<file path="config.mk">
export PLATFORM = sky130hd
export DESIGN_NAME = mem_arbiter
export DESIGN_NICKNAME = d
export VERILOG_FILES = /design/src/rtl/mem_arb_pkg.sv /design/src/rtl/rr_sel2.sv /design/src/rtl/mem_arbiter.sv
export SDC_FILE = /design/constraint.sdc
export NUM_CORES = 1
export LEC_CHECK = 0
export CAP_MARGIN = 40
export CORE_ASPECT_RATIO = 0.8
export CORE_UTILIZATION = 33
export DETAILED_ROUTE_END_ITERATION = 8
export PLACE_DENSITY = 0.69
export SYNTH_ARGS = -nofsm -noshare
export SYNTH_HDL_FRONTEND = slang
export SYNTH_SLANG_ARGS = --single-unit
</file>
<file path="constraint.sdc">
create_clock -name clk -period 1.67 [get_ports clk]
set_input_delay 0.2505 -clock clk [delete_from_list [all_inputs] [get_ports clk]]
set_output_delay 0.2505 -clock clk [all_outputs]
set_load 0.02 [all_outputs]
</file>
<file path="src/rtl/mem_arb_pkg.sv">
// mem_arb_pkg: types and constants shared by the memory arbiter files.
//   arb_state_t : arbiter FSM states (IDLE / ACCESS / RESP)
//   port_id_t   : requester identifier (0 = CPU load/store, 1 = loader/DMA)
//   CNT_W       : width of the optional grant statistics counters
package mem_arb_pkg;

   typedef enum logic [1:0] {
      IDLE   = 2'd0,
      ACCESS = 2'd1,
      RESP   = 2'd2
   } arb_state_t;

   typedef logic port_id_t;

   localparam port_id_t    PORT0 = 1'b0;
   localparam port_id_t    PORT1 = 1'b1;
   localparam int unsigned CNT_W = 16;

endpackage

</file>
<file path="src/rtl/rr_sel2.sv">
// rr_sel2: two-way round-robin selector.
// Ports:
//   req0, req1 : request lines of port 0 and port 1
//   last       : id of the port granted most recently
//   gnt        : id of the port to grant (meaningful only when a request is present)
module rr_sel2
   import mem_arb_pkg::*;
(
   input  logic     req0,
   input  logic     req1,
   input  port_id_t last,
   output port_id_t gnt
);

   always_comb begin
      gnt = PORT0;
      if (req0 && req1) begin
         // Tie: the port that did not win last time goes first.
         gnt = ~last;
      end else if (req1) begin
         gnt = PORT1;
      end
   end

endmodule

</file>
<file path="src/rtl/mem_arbiter.sv">
// mem_arbiter: two-port arbiter in front of a single-port data RAM.
// A granted port is latched, its access is presented to the RAM for one cycle
// (ACCESS) and acknowledged in the following cycle (RESP). Out of RESP the other
// port is granted directly if it is requesting, giving alternating back-to-back
// accesses under contention.
// Optional feature: define MEM_ARB_STATS_EN to add saturating grant counters
// gnt_cnt0 / gnt_cnt1.
// Ports:
//   clk, rst_n          : clock, asynchronous active-low reset
//   reqN, weN           : request and write enable of port N
//   addrN, wdataN       : byte address and write data of port N
//   ackN, rdataN        : one-cycle completion pulse and read data of port N
//   mem_we, mem_a,
//   mem_wd, mem_rd      : RAM write strobe, address, write data, read data
//   gnt_cnt0, gnt_cnt1  : grant counters (MEM_ARB_STATS_EN only)
module mem_arbiter
   import mem_arb_pkg::*;
#(
   parameter int unsigned DW = 32,
   parameter int unsigned AW = 32
) (
   input  logic             clk,
   input  logic             rst_n,
   input  logic             req0,
   input  logic             req1,
   input  logic             we0,
   input  logic             we1,
   input  logic [AW-1:0]    addr0,
   input  logic [AW-1:0]    addr1,
   input  logic [DW-1:0]    wdata0,
   input  logic [DW-1:0]    wdata1,
   output logic             ack0,
   output logic             ack1,
   output logic [DW-1:0]    rdata0,
   output logic [DW-1:0]    rdata1,
   output logic             mem_we,
   output logic [AW-1:0]    mem_a,
   output logic [DW-1:0]    mem_wd,
`ifdef MEM_ARB_STATS_EN
   output logic [CNT_W-1:0] gnt_cnt0,
   output logic [CNT_W-1:0] gnt_cnt1,
`endif
   input  logic [DW-1:0]    mem_rd
);

   arb_state_t    state_q, state_d;
   port_id_t      lat_id_q;
   port_id_t      last_q;
   port_id_t      rr_gnt;
   port_id_t      gnt_id;
   logic          gnt;
   logic          lat_we_q;
   logic [AW-1:0] lat_addr_q;
   logic [DW-1:0] lat_wdata_q;
   logic [DW-1:0] rdata0_q, rdata1_q;
   logic          sel_we;
   logic [AW-1:0] sel_addr;
   logic [DW-1:0] sel_wdata;

   rr_sel2 u_rr_sel (
      .req0 (req0),
      .req1 (req1),
      .last (last_q),
      .gnt  (rr_gnt)
   );

   always_comb begin
      state_d = state_q;
      gnt     = 1'b0;
      gnt_id  = rr_gnt;
      unique case (state_q)
         IDLE: begin
            if (req0 || req1) begin
               gnt     = 1'b1;
               state_d = ACCESS;
            end
         end
         ACCESS: begin
            state_d = RESP;
         end
         RESP: begin
            // Only the other port may be granted here; the acked port may still
            // show its old request during its ack cycle.
            gnt_id = ~lat_id_q;
            if ((lat_id_q == PORT1) ? req0 : req1) begin
               gnt     = 1'b1;
               state_d = ACCESS;
            end else begin
               state_d = IDLE;
            end
         end
         default: begin
            state_d = IDLE;
         end
      endcase
   end

   assign sel_we    = (gnt_id == PORT1) ? we1    : we0;
   assign sel_addr  = (gnt_id == PORT1) ? addr1  : addr0;
   assign sel_wdata = (gnt_id == PORT1) ? wdata1 : wdata0;

   always_ff @(posedge clk or negedge rst_n) begin
      if (!rst_n) begin
         state_q     <= IDLE;
         lat_id_q    <= PORT0;
         lat_we_q    <= 1'b0;
         lat_addr_q  <= '0;
         lat_wdata_q <= '0;
         last_q      <= PORT1;  // pointer at port 1 lets port 0 win the first tie
         rdata0_q    <= '0;
         rdata1_q    <= '0;
      end else begin
         state_q <= state_d;
         if (gnt) begin
            lat_id_q    <= gnt_id;
            lat_we_q    <= sel_we;
            lat_addr_q  <= sel_addr;
            lat_wdata_q <= sel_wdata;
            last_q      <= gnt_id;
         end
         // Captured for writes too: the word the RAM held before the write.
         if (state_q == ACCESS) begin
            if (lat_id_q == PORT1) begin
               rdata1_q <= mem_rd;
            end else begin
               rdata0_q <= mem_rd;
            end
         end
      end
   end

   // RAM side is driven purely from the latch; mem_we depends on state_q so the
   // asynchronous reset kills a write in flight.
   assign mem_we = (state_q == ACCESS) && lat_we_q;
   assign mem_a  = lat_addr_q;
   assign mem_wd = lat_wdata_q;

   assign ack0   = (state_q == RESP) && (lat_id_q == PORT0);
   assign ack1   = (state_q == RESP) && (lat_id_q == PORT1);
   assign rdata0 = rdata0_q;
   assign rdata1 = rdata1_q;

`ifdef MEM_ARB_STATS_EN
   logic [CNT_W-1:0] cnt0_q, cnt1_q;

   always_ff @(posedge clk or negedge rst_n) begin
      if (!rst_n) begin
         cnt0_q <= '0;
         cnt1_q <= '0;
      end else begin
         if (gnt && (gnt_id == PORT0) && (cnt0_q != '1)) begin
            cnt0_q <= cnt0_q + CNT_W'(1);
         end
         if (gnt && (gnt_id == PORT1) && (cnt1_q != '1)) begin
            cnt1_q <= cnt1_q + CNT_W'(1);
         end
      end
   end

   assign gnt_cnt0 = cnt0_q;
   assign gnt_cnt1 = cnt1_q;
`else
   // Statistics disabled: no counters, no extra ports.
`endif

endmodule

</file>
==> results of run 1 <==
## power by group
part           switching, mW  internal [mW]
clock network           1.55           2.28
logic                   6.59           6.59
registers              0.887           4.93
## cell families (layout without fill, tap and decap cells)
| group | count (synthesis) | in the layout | share of synthesized area, % |
|---|---|---|---|
| and+or+nand+nor | 145 | 145 | 8.67 |
| buffers and inverters | 51 | 386 | 3.56 |
| DFF | 133 | 133 | 51.7 |
| AOI/OAI and AO/OA | 135 | 135 | 14.4 |
| muxes | 131 | 131 | 21.6 |
## final cells by class
class	count	area, um^2
timing repair buffer	353	3910
sequential	133	3330
tap	258	323
clock buffer	18	439
fill	1595	7700
inverter	1	3.75
multi-input combinational	411	3160
clock inverter	14	165
## state kept, by name (all words and copies together) (netlist names)
name / count
mem_a: 32
mem_wd: 32
rdata0: 32
rdata1: 32
state_q: 2
last_q: 1
lat_id_q: 1
lat_we_q: 1
## cell usage after synthesis
master / number
nand2_1: 2
a221oi_1: 65
buf_2: 30
nor3_1: 1
nand2b_1: 1
a21oi_1: 68
nor2b_1: 1
and2_1: 2
mux2i_1: 67
a21boi_0: 1
a211oi_2: 1
inv_1: 1
clkbuf_1: 12
and3_1: 1
mux2_1: 7
dfstp_2: 1
nor2_1: 137
dfrtp_1: 132
buf_1: 8
mux2_2: 57
## per-layer routing
layer / share of wire [%] / routed length, um / global-route usage (%)
met5: 0 / 0 / 0
met4: 1.8 / 393 / 6.67
met3: 9.0 / 1990 / 7.93
met2: 47 / 10400 / 33.4
met1: 42 / 9410 / 26.0
## worst reg2reg max path: cells and delay by family (launching register included)
family | cells | cell delay, ns
buffers and inverters | 2 | 0.43
AO/OA/AOI/OAI | 2 | 0.42
multiplexers | 1 | 0.18
AND/OR/NAND/NOR | 1 | 0.04
flip-flops | 1 | 0.53
## worst paths after layout
| check | to | slack (ns) | from |
|---|---|---|---|
| max | mem_a[29] | -0.006 | lat_id_q |
| min | rdata1[21] | 0.32 | rst_n |
| max reg2reg | mem_a[29] | -0.006 | lat_id_q |
| min reg2reg | rdata0[21] | 0.48 | rdata0[21] |
| max in group asynchronous | last_q | 0.75 | rst_n |
| min in group clk | rdata0[23] | 0.47 | mem_rd[23] |
## repair_timing
| item | in CTS | in global routing |
|---|---|---|
| pin swaps | 1 | 3 |
| gates cloned | 1 | 10 |
| hold endpoints to repair | 31 | 0 |
| resized for setup | 53 | 100 |
| endpoints found under the setup margin | 89 | 121 |
| setup buffers | 4 | 1 |
| hold buffers | 1 | 0 |
## through the flow
step / instances / util (%)
floorplan: 595 / -
global placement: 1139 / 52.5
detailed placement: 1139 / 52.5
CTS: 1177 / 56.2
global route: 1188 / 59.5
finish: 1188 / 59.5
==> results.json, run 1 <==
{
  "status": "finished, violations left",
  "violations": "negative setup slack",
  "syn_inst": 595,
  "antenna_found_initial": 0,
  "synth_top_cell_by_area": "dfrtp_1",
  "irDropWorstVdd_v": 0.000946,
  "avgSynthCellArea_um2": 10.8,
  "min_period_ns": 1.68,
  "critical_path.max_fanout": 8,
  "fin_worst_skew_ns": 0.00560,
  "dr.pass1.iters": 4,
  "yosys_warnings": 0,
  "synth-seq-area-share_pct": 51.7,
  "grt_pass1_vias": 5891,
  "crit_cells": 6,
  "p_total_mw": 22.8,
  "critical_path.endpoint_type": "flip-flop",
  "core_um2": 19000,
  "syn2layout_area_growth_pct": 76.0,
  "slowest_delay_ns": 0.53,
  "timing.slew.headroom_pct": 73.4,
  "critical_path_arrival_ns": 2.01,
  "setup_slack_ns": -0.00595,
  "path_cells": "mux2i_2 -> a211oi_4 -> buf_6 -> clkbuf_16 -> nor2_1 -> a21oi_1",
  "post-dp-hpwl_um": 14800,
  "synth-seq-cells": 133,
  "finalHoldWorstSlack_ns": 0.320,
  "fin_crit_sh_pct": 100,
  "first_iter_violations": 243,
  "synth_nets": 761,
  "crit_slowest_cell": "dfrtp_4",
  "vias": 6033,
  "drive_above_1_share_pct": 20.9,
  "cts-htree-levels": 4,
  "die_h_um": 127,
  "ys_types": 20,
  "initial_utilization_pct": 33.8,
  "dieArea_um2": 20100,
  "worst_pin_slew_ns": 0.400,
  "setup_viol": 1,
  "grt_util_all_layers_pct": 20.9,
  "drc_errors": 0,
  "viasPerCell": 5.08,
  "grt_start_max_net_pins": 39,
  "boundaryPins": 297,
  "postPlaceCellArea_um2": 9990,
  "rsz0062_at_grt": "true",
  "place.gp.congestion": 0.802,
  "clk_pin_slew_ns": 0.06,
  "finalHoldViolations": 0,
  "design_area_um2": 11300,
  "maxSlewViolCount": 0,
  "place_ws_ns": -0.331,
  "max_cap_viol_count": 0,
  "drt-total-wl_um": 22200,
  "synth_area_leaders": "dfrtp_1, mux2i_1, mux2_2",
  "clk_path_buf_depth": 2,
  "cpLargestDelayFamily": "flip-flops",
  "layout_commonest_cell": "clkdlybuf4s50_1",
  "wl_per_cell_um": 18.7,
  "cts_tree": "built",
  "cts-buffers-inserted": 17,
  "synth_top_area_share_pct": 51.3,
  "cp-start-kind": "flip-flop",
  "rows": 45,
  "max_freq_ghz": 0.597,
  "critPathKind": "flip-flop to flip-flop",
  "grt_pass1_wl_um": 32000,
  "cp.required_ns": 2.00,
  "cts-root-buf": "clkbuf_16",
  "tns_ns": -0.00595,
  "netlist_area_um2": 6440,
  "grt_overflow": 0,
  "p_per_area_nw_per_um2": 2020,
  "ant_nets": 0,
  "final_cell_mix": "clkdlybuf4s50_1, nor2_1, dfrtp_1, mux2i_1, a21oi_1",
  "fin_nets": 1083,
  "cts_num_sinks": 133,
  "leakage_nw": 5.12,
  "port_buffers": 296,
  "reg2reg_depth": 6,
  "dieWidth_um": 158,
  "antenna_cells": 0,
  "worst-path-buf-inv": 2,
  "clk_latency_ns": 0.41,
  "hp-class": "input port to asynchronous set/reset pin"
}
Note: power is estimated with default switching activity, not from simulation.
==> run 2, diff against run 1 <==
--- a/config.mk
+++ b/config.mk
@@ -5,6 +5,7 @@
 export SDC_FILE = /design/constraint.sdc
 export NUM_CORES = 1
 export LEC_CHECK = 0
+export ABC_CLOCK_PERIOD_IN_PS = 1670
 export CAP_MARGIN = 40
 export CORE_ASPECT_RATIO = 0.8
 export CORE_UTILIZATION = 33
==> results of run 2 <==
Final layout, timing and power as in run 1 (identical DEF).
==> run 3, diff against run 2 <==
--- a/config.mk
+++ b/config.mk
@@ -8,6 +8,7 @@
 export ABC_CLOCK_PERIOD_IN_PS = 1670
 export CAP_MARGIN = 40
 export CORE_ASPECT_RATIO = 0.8
+export CORE_MARGIN = 1
 export CORE_UTILIZATION = 33
 export DETAILED_ROUTE_END_ITERATION = 8
 export PLACE_DENSITY = 0.69
==> results of run 3 <==
Final layout, timing and power as in run 1 (identical DEF).
